[src/rtl/press_encoder_pkg.sv]
// Shared definitions for the press encoder: FSM state encodings, default
// press/gap durations and the parameter legality rules checked at elaboration.
package press_enc_pkg;

    typedef enum logic [1:0] {
        ST_IDLE  = 2'd0,
        ST_PRESS = 2'd1,
        ST_GAP   = 2'd2
    } state_t;

    localparam int DEF_SHORT_CYCLES = 2;
    localparam int DEF_LONG_CYCLES  = 5;
    localparam int DEF_GAP_CYCLES   = 3;
    localparam int DEF_CNT_W        = 8;

    // The duration counter must be able to hold the larger of the long
    // press length and the gap length.
    function automatic bit cnt_w_fits(input int cnt_w, input int long_cycles,
                                      input int gap_cycles);
        longint max_v;
        max_v = (long_cycles > gap_cycles) ? longint'(long_cycles) : longint'(gap_cycles);
        return (cnt_w >= 1) && (cnt_w <= 62) && (max_v < (longint'(1) << cnt_w));
    endfunction

    // All parameter constraints in one place.
    function automatic bit params_legal(input int short_cycles, input int long_cycles,
                                        input int gap_cycles, input int cnt_w);
        return (short_cycles >= 1) && (long_cycles > short_cycles) &&
               (gap_cycles >= 1) && cnt_w_fits(cnt_w, long_cycles, gap_cycles);
    endfunction

endpackage

[src/rtl/press_encoder_if.sv]
// Request/response bundle between a press-issuing controller and the press
// encoder.
//   req_valid, req_long : controller -> encoder, press request and its type
//   req_ready           : encoder -> controller, request can be accepted
//   inc, busy, done     : encoder -> controller, button level and status
//   abort               : controller -> encoder, only when PRESS_ENCODER_ABORT_EN
//                         is defined
interface press_encoder_if;
    logic req_valid;
    logic req_long;
    logic req_ready;
    logic inc;
    logic busy;
    logic done;
`ifdef PRESS_ENCODER_ABORT_EN
    logic abort;

    modport master (output req_valid, req_long, abort,
                    input  req_ready, inc, busy, done);
    modport slave  (input  req_valid, req_long, abort,
                    output req_ready, inc, busy, done);
`else
    modport master (output req_valid, req_long,
                    input  req_ready, inc, busy, done);
    modport slave  (input  req_valid, req_long,
                    output req_ready, inc, busy, done);
`endif
endinterface

[src/rtl/press_encoder_tick_down_counter.sv]
// tick_down_counter: CNT_W-bit loadable down-counter with a zero flag.
// Load has priority over decrement; decrement saturates at zero so the
// count never wraps.
//   clk, rst  : clock and synchronous active-high reset (count -> 0)
//   load      : load load_val on the next edge
//   load_val  : value to load
//   dec       : decrement on the next edge (ignored at zero)
//   zero      : count is zero
module tick_down_counter #(
    parameter int CNT_W = 8
) (
    input  logic             clk,
    input  logic             rst,
    input  logic             load,
    input  logic [CNT_W-1:0] load_val,
    input  logic             dec,
    output logic             zero
);

    logic [CNT_W-1:0] count_r;

    // Count register: reset, load, saturating decrement or hold.
    always_ff @(posedge clk) begin
        if (rst) begin
            count_r <= {CNT_W{1'b0}};
        end else if (load) begin
            count_r <= load_val;
        end else if (dec && (count_r != {CNT_W{1'b0}})) begin
            count_r <= count_r - CNT_W'(1);
        end else begin
            count_r <= count_r;
        end
    end

    assign zero = (count_r == {CNT_W{1'b0}});

endmodule

[src/rtl/press_encoder.sv]
// press_encoder: emits a short or long "inc" button press on request,
// followed by a mandatory release gap, then pulses done.
// With acceptance at the edge closing cycle 0 and press length N, gap G:
// inc=1 in cycles 1..N, inc=0 in N+1..N+G, done=1 and ready again in N+G+1.
//   clk_1Hz : sole clock
//   rst     : synchronous active-high reset
//   bus     : press_encoder_if slave (req_valid, req_long, req_ready, inc,
//             busy, done, and abort when PRESS_ENCODER_ABORT_EN is defined)
// Optional feature macro: PRESS_ENCODER_ABORT_EN -- abort in PRESS cuts the
// press short and starts a full-length gap.
module press_encoder
    import press_enc_pkg::*;
#(
    parameter int SHORT_CYCLES = DEF_SHORT_CYCLES,
    parameter int LONG_CYCLES  = DEF_LONG_CYCLES,
    parameter int GAP_CYCLES   = DEF_GAP_CYCLES,
    parameter int CNT_W        = DEF_CNT_W
) (
    input  logic           clk_1Hz,
    input  logic           rst,
    press_encoder_if.slave bus
);

    // Refuse to build with an inconsistent parameter set.
    if (!params_legal(SHORT_CYCLES, LONG_CYCLES, GAP_CYCLES, CNT_W)) begin : g_param_check
        $error("press_encoder: illegal SHORT/LONG/GAP_CYCLES or CNT_W");
    end

    // Counter reload values: a phase of D cycles counts D-1 down to 0.
    localparam logic [CNT_W-1:0] SHORT_M1 = CNT_W'(SHORT_CYCLES - 1);
    localparam logic [CNT_W-1:0] LONG_M1  = CNT_W'(LONG_CYCLES - 1);
    localparam logic [CNT_W-1:0] GAP_M1   = CNT_W'(GAP_CYCLES - 1);

    state_t           state_r;
    state_t           state_s;
    logic             load_s;
    logic [CNT_W-1:0] load_val_s;
    logic             dec_s;
    logic             done_s;
    logic             zero_s;
    logic             abort_s;
    logic             inc_r;
    logic             busy_r;
    logic             done_r;
    logic             req_ready_r;

`ifdef PRESS_ENCODER_ABORT_EN
    assign abort_s = bus.abort;
`else
    assign abort_s = 1'b0;
`endif

    tick_down_counter #(
        .CNT_W (CNT_W)
    ) u_cnt (
        .clk      (clk_1Hz),
        .rst      (rst),
        .load     (load_s),
        .load_val (load_val_s),
        .dec      (dec_s),
        .zero     (zero_s)
    );

    // Next-state and counter control for the IDLE -> PRESS -> GAP sequence.
    always_comb begin
        state_s    = state_r;
        load_s     = 1'b0;
        load_val_s = {CNT_W{1'b0}};
        dec_s      = 1'b0;
        done_s     = 1'b0;
        case (state_r)
            ST_IDLE: begin
                // req_long is only looked at here, at the accepting edge.
                if (bus.req_valid && req_ready_r) begin
                    load_s     = 1'b1;
                    load_val_s = bus.req_long ? LONG_M1 : SHORT_M1;
                    state_s    = ST_PRESS;
                end else begin
                    state_s    = ST_IDLE;
                end
            end
            ST_PRESS: begin
                // An abort enters the gap exactly as a natural press end does.
                if (abort_s || zero_s) begin
                    load_s     = 1'b1;
                    load_val_s = GAP_M1;
                    state_s    = ST_GAP;
                end else begin
                    dec_s      = 1'b1;
                end
            end
            ST_GAP: begin
                if (zero_s) begin
                    done_s     = 1'b1;
                    state_s    = ST_IDLE;
                end else begin
                    dec_s      = 1'b1;
                end
            end
            default: begin
                state_s = ST_IDLE;
            end
        endcase
    end

    // State and registered outputs; outputs decode the next state so they
    // line up with the state they describe.
    always_ff @(posedge clk_1Hz) begin
        if (rst) begin
            state_r     <= ST_IDLE;
            inc_r       <= 1'b0;
            busy_r      <= 1'b0;
            done_r      <= 1'b0;
            req_ready_r <= 1'b1;
        end else begin
            state_r     <= state_s;
            inc_r       <= (state_s == ST_PRESS);
            busy_r      <= (state_s != ST_IDLE);
            done_r      <= done_s;
            req_ready_r <= (state_s == ST_IDLE);
        end
    end

    assign bus.inc       = inc_r;
    assign bus.busy      = busy_r;
    assign bus.done      = done_r;
    assign bus.req_ready = req_ready_r;

endmodule

[src/flat_wrapper.sv]
// flat-port wrapper written by rule: the top's interface ports become plain ports
module press_encoder_flat import press_enc_pkg::*;
#(
    parameter int SHORT_CYCLES = DEF_SHORT_CYCLES,
    parameter int LONG_CYCLES  = DEF_LONG_CYCLES,
    parameter int GAP_CYCLES   = DEF_GAP_CYCLES,
    parameter int CNT_W        = DEF_CNT_W
)
  (clk_1Hz, rst, bus_req_valid, bus_req_long, bus_req_ready, bus_inc, bus_busy, bus_done);
  press_encoder_if bus_i ();
  input  logic clk_1Hz;
  input  logic rst;
  input wire logic [$bits(bus_i.req_valid)-1:0] bus_req_valid;
  input wire logic [$bits(bus_i.req_long)-1:0] bus_req_long;
  output wire logic [$bits(bus_i.req_ready)-1:0] bus_req_ready;
  output wire logic [$bits(bus_i.inc)-1:0] bus_inc;
  output wire logic [$bits(bus_i.busy)-1:0] bus_busy;
  output wire logic [$bits(bus_i.done)-1:0] bus_done;
  assign bus_i.req_valid = bus_req_valid;
  assign bus_i.req_long = bus_req_long;
  assign bus_req_ready = bus_i.req_ready;
  assign bus_inc = bus_i.inc;
  assign bus_busy = bus_i.busy;
  assign bus_done = bus_i.done;
  press_encoder #(.SHORT_CYCLES(SHORT_CYCLES), .LONG_CYCLES(LONG_CYCLES), .GAP_CYCLES(GAP_CYCLES), .CNT_W(CNT_W)) u_core (.clk_1Hz(clk_1Hz), .rst(rst), .bus(bus_i));
endmodule
[config.mk]
export PLATFORM = sky130hd
export DESIGN_NAME = press_encoder_flat
export DESIGN_NICKNAME = d
export VERILOG_FILES = /design/src/rtl/press_encoder_pkg.sv /design/src/rtl/press_encoder_if.sv /design/src/rtl/press_encoder_tick_down_counter.sv /design/src/rtl/press_encoder.sv /design/src/flat_wrapper.sv
export SDC_FILE = /design/constraint.sdc
export NUM_CORES = 1
export LEC_CHECK = 0
export CAP_MARGIN = 20
export CORE_MARGIN = 4
export CORE_UTILIZATION = 40
export DETAILED_ROUTE_END_ITERATION = 7
export GPL_ROUTABILITY_DRIVEN = 0
export PLACE_DENSITY_LB_ADDON = 0.08
export SYNTH_ARGS = -nofsm -noshare
export SYNTH_HDL_FRONTEND = slang
export SYNTH_SLANG_ARGS = --single-unit
export TNS_END_PERCENT = 30
[constraint.sdc]
create_clock -name clk_1Hz -period 2.1 [get_ports clk_1Hz]
set_input_delay 0.42 -clock clk_1Hz [delete_from_list [all_inputs] [get_ports clk_1Hz]]
set_output_delay 0.42 -clock clk_1Hz [all_outputs]
set_load 0.1 [all_outputs]
---- Word level (Yosys, flattened, before mapping) ----
Cells that the tools add are included.
cells by class
  bitwise gates (word level) .............. 1
  multiplexer cells ....................... 15
  eq/ne operators ......................... 3
  add/subtract/negate cells ............... 1
  reduce and logical (&&, ||, !) cells .... 10
operators with widths
  cell                 number
  $mux 8               3
  $pmux 8 s2           1
  $logic_not 8->1      1
  $reduce_bool 8->1    1
  $sub 8x1->8 const B  1
  $mux 2               3
  $pmux 2 s3           1
  $mux 1               5
  $eq 2x1->1 const B   2
  $logic_not 2->1      2
  $reduce_bool 2->1    2
  $reduce_or 2->1      2
  $mux 3               1
  $eq 2x2->1 const B   1
  $logic_and 1x1->1    2
  $pmux 1 s2           1
  $not 1->1            1
word-level totals
  logic and storage cells ................. 36
  input port bits ......................... 4
  bits in registers ....................... 14

---- Depth between registers and ports, before layout ----
  depth after elaboration ................. 6
  gate-level depth with buffers ........... 7
  depth with buffers taken out ............ 6

---- Hierarchy ----
From an unflattened synthesis, not the netlist that was laid out.
unflattened totals
  cells, all modules ...................... 91
  area total of the unflattened synthesis .. 808.3 sq um
modules (own cells, without submodules)
  module             area each (sq um)  cells each  instances
  tick_down_counter  515.5              59          1
  press_encoder      292.8              32          1

---- Least setup slack after synthesis ----
No wires, ideal clock.
  path kind ............................... register to register
  start ................................... register u_core.req_ready_r, in the netlist u_core.bus.req_ready
  end ..................................... register u_core.u_cnt.count_r[2]
  stages on the path, launching flop included .. 6
  path buffers ............................ 1
  setup time .............................. 0.127 ns
  arrival time ............................ 1.781 ns
  required time ........................... 1.973 ns
  setup slack ............................. 0.192 ns
  cell sequence ........................... dfxtp_1 -> and3_1 -> clkbuf_1 -> a311o_1 -> o22a_1 -> a311oi_1
between the ends
  cells in the longest elaborated chain, start to end .. 4
ends and longest elaborated chain
  what                                                line                                   text
  from (decl)                                         press_encoder.sv:45                    logic req_ready_r;
  from (signal assigned)                              press_encoder.sv:120                   req_ready_r <= (state_s == ST_IDLE);
  $logic_and 1x1->1 *                                 press_encoder.sv:74                    if (bus.req_valid && req_ready_r) begin
  $mux 8 / $mux 1 (equally long branches)             press_encoder.sv:74
  $pmux 8 s2 / $pmux 1 s2 (equally long branches)     press_encoder.sv:71                    case (state_r)
  $mux 8 / $reduce_bool 2->1 (equally long branches)  --
  to (signal assigned)                                press_encoder_tick_down_counter.sv:25  count_r <= {CNT_W{1'b0}};
  to (signal assigned)                                press_encoder_tick_down_counter.sv:27  count_r <= load_val;
  to (signal assigned)                                press_encoder_tick_down_counter.sv:29  count_r <= count_r - CNT_W'(1);
  to (decl)                                           press_encoder_tick_down_counter.sv:20  logic [CNT_W-1:0] count_r;
Every way passes the cells marked *; elsewhere a longest branch is shown, timed or not.
A chain may end at the register's enable or synchronous reset.

---- Worst setup path in the final report ----
  start ................................... register u_core.u_cnt.count_r[0]
  end ..................................... register u_core.busy_r, in the netlist u_core.bus.busy
between the ends
  cells in the longest elaborated chain, start to end .. 4
ends and longest elaborated chain
  what                              line                                      text
  $logic_not 8->1 *                 press_encoder_tick_down_counter.sv:35     assign zero = (count_r == {CNT_W{1'b0}});
  $mux 2, on equally long branches  press_encoder.sv:93, press_encoder.sv:84
  $pmux 2 s3 *                      press_encoder.sv:71
  $reduce_bool 2->1 *               press_encoder.sv:118                      busy_r <= (state_s != ST_IDLE);
  to (signal assigned)              press_encoder.sv:118
  to (decl)                         press_encoder.sv:43                       logic busy_r;
Marked as above.

==> impl_metrics.csv <==
group,metric,value,unit
run,drv_cap,0,
synth,synth_area_leader_cell,"dfxtp_1",
synth,synth_top_area_frac,0.365,
clock_network,ctsLongestPathBuffers,2,
global_route,grt_overflow,0,
drt,detail-route-antenna-nets,0,
drt,wire_per_inst,13.3,µm
die,boundaryPins,8,
sta,fin_skew,5.60,ps
synth,synthAdderAreaFrac,0.0977,
synth,synth.top_cells.by_area,"dfxtp_1 36%, ha_1 9.8%, xor2_1 4.6%",
die,fp.dieW,51.8,µm
die,dieArea,2690,µm²
critical_path,crit_path_start_kind,"flop",
cells_and_area,nNetsFinal,105,
clock_network,clk_pin_slew,80,ps
synth,yosysWarnings,0,
clock_network,clk_latency,270,ps
critical_path,crit_required,2270,ps
sta,fin_crit,1860,ps
synth,synthMuxAreaShare,0,
sta,hold_viol,0,
clock_network,post-cts-setup-buffer-count,0,
clock_network,hold_buffers,0,
synth,synth_nets,93,
cells_and_area,fin_util,0.506,
die,core_area,1760,µm²
power_and_ir_drop,power_leakage,0.336,nW
synth,synth_area,768,µm²
critical_path,end_kind,"flop",
critical_path,worstPathArrival,2030,ps
power_and_ir_drop,power_density,1560,nW/µm²
drt,dr.pass1.iters,4,
sta,whs,500,ps
sta,fin_crit_sh,0.884,
worst_hold_path,hp-class,"reg -> reg",
cells_and_area,drive_gt1_frac,0.194,
drt,wl,1570,µm
global_route,grt_max_degree,9,
synth,syn_avg_cell_area,9.26,µm²
synth,ys_ff_latch,14,
global_route,grt_pass1_wl,2800,µm
synth,yosys_most_used_dff,"dfxtp_1",
synth,synth_compound_area_frac,0.226,
outcome,outcome,"completed",
die,initial_core_util,0.435,
power_and_ir_drop,peakVddDrop,805,µV
sta,fin_tns_setup,0,ps
sta,slew_headroom,0.677,
drt,via_per_inst,5.35,
cells_and_area,fillers,176,
global_route,grt_pass1_vias,589,
drt,drtIter0Drc,13,
critical_path,cp_max_fo,4,
clock_network,cts_max_level,1,
power_and_ir_drop,p_total,0.00139,W
cells_and_area,syn2layout_area_growth,16.1,%
sta,rsz0062_at_grt,"false",
synth,yosysSeqAreaShare,0.365,
cells_and_area,diodes,0,
sta,drv_slew,0,
clock_network,ctsRootBufferMaster,"clkbuf_4",
global_route,grt_util_all_layers,0.144,
synth,synth_xor_area_frac,0.0456,
clock_network,cts_made_buffers,3,
die,fp.dieH,51.8,µm
die,num_rows,15,
drt,drc,0,
placed_design,hpwl,1210,µm
clock_network,clock_sinks,14,
synth,synthCells,83,
drt,vias,631,
sta,worstMarginPinSlew,484,ps
global_route,antenna_found_initial,0,
clock_network,cts-resized-gates,0,
sta,setup_viol,0,
synth,async_reset_ff_frac,0,
critical_path,critPathKind,"reg -> reg",
sta,timing.fmax,539,MHz
clock_network,cts_tree,"done",
synth,synthSimpleGateAreaFrac,0.225,
synth,synth_cell_types,38,
synth,synth_edf_count,0,
synth,synth_top_family_by_area,"compound AO/OA/AOI/OAI gates",
placed_design,port_buffers,7,
## cells in the mapped netlist (2+ instances only)
cell and n:
dfxtp_1 14, nor2_1 9, ha_1 6, inv_1 5, nand2_1 5, nor3_1 4
xor2_1 4, a21oi_1 3, and3_1 2, clkbuf_1 2, nand3_1 2
## layout make-up
class	instances	area [µm²]	share of cell area
Timing Repair Buffer	10	82.6	0.0926
Tap cell	25	31.3	0.0351
Inverter	5	18.8	0.0210
Sequential cell	14	280	0.314
Multi-Input combinational cell	61	457	0.512
Clock buffer	3	22.5	0.0252
## per-layer routing
layer,GRT usage,share of wire
met3,0.0287,0.039
met2,0.209,0.45
met4,0.0917,0.024
met5,0,0
met1,0.193,0.49
## where the power goes
group	switching, W	internal, W	total (W)
clock network	0.0000824	0.0000664	0.000149
logic	0.000538	0.000295	0.000833
registers	0.0000732	0.000336	0.000409
## placed cells by master, fill, tap and decap left out, drive strengths merged
cell type / Yosys / layout
nand4: 1 / 1
or3b: 1 / 1
a211o: 1 / 1
nand3: 2 / 2
a311oi: 1 / 1
buf: 1 / 7
o22ai: 1 / 1
nand2: 5 / 5
a211oi: 1 / 1
xor2: 4 / 4
o211ai: 1 / 1
o311ai: 1 / 1
o21a: 1 / 1
a21boi: 2 / 2
a21oi: 3 / 3
o221ai: 2 / 2
inv: 5 / 5
nor3: 4 / 4
nor2: 10 / 10
or2: 1 / 1
ha: 6 / 6
a311o: 1 / 1
clkbuf: 2 / 3
or3: 1 / 1
o2111ai: 2 / 2
or4: 2 / 2
o31ai: 1 / 1
nor4: 1 / 1
o22a: 1 / 1
and3: 2 / 2
nor3b: 1 / 1
o221a: 1 / 1
dfxtp: 14 / 14
clkdlybuf4s50: 0 / 3
## cell families after synthesis
family | count (synthesis)
AND/OR/NAND/NOR | 31
AO/OA/AOI/OAI | 20
flip-flops | 14
buffers and inverters | 8
adder cells (fa/ha/maj) | 6
XOR/XNOR | 4
## critical path, stage by stage (launching register included)
cell and delay [ps]:
dfxtp_1 360, inv_1 120, ha_1 170, nor3b_1 430
a21oi_1 170, o221a_2 300, or2_1 210
## flip-flops by register name, summed over array words and instances, names as in the netlist
| register | flops |
|---|---|
| u_core.bus.done | 1 |
| u_core.u_cnt.count_r | 8 |
| u_core.bus.inc | 1 |
| u_core.bus.req_ready | 1 |
| u_core.bus.busy | 1 |
| u_core.state_r | 2 |
## metrics by stage
stage / cell area, µm² / worst slack [ps] / std cells
floorplan: 768 / 192 / 83
global placement: 870 / 271 / 115
detailed placement: 870 / 185 / 115
CTS: 892 / 267 / 118
global route: 892 / 121 / 118
finish: 892 / 243 / 118
## path summary, 6_finish.rpt
check                           slack (ps)                       to               startpoint  cells after the start
worst max register to register         240          u_core.bus.busy  u_core.u_cnt.count_r[0]                      6
worst min-delay path                   500  u_core.u_cnt.count_r[7]  u_core.u_cnt.count_r[7]                      2
worst min register to register         500  u_core.u_cnt.count_r[7]  u_core.u_cnt.count_r[7]                      2
worst max-delay path                   240          u_core.bus.busy  u_core.u_cnt.count_r[0]                      6
Power figures use the tool's default switching activity.
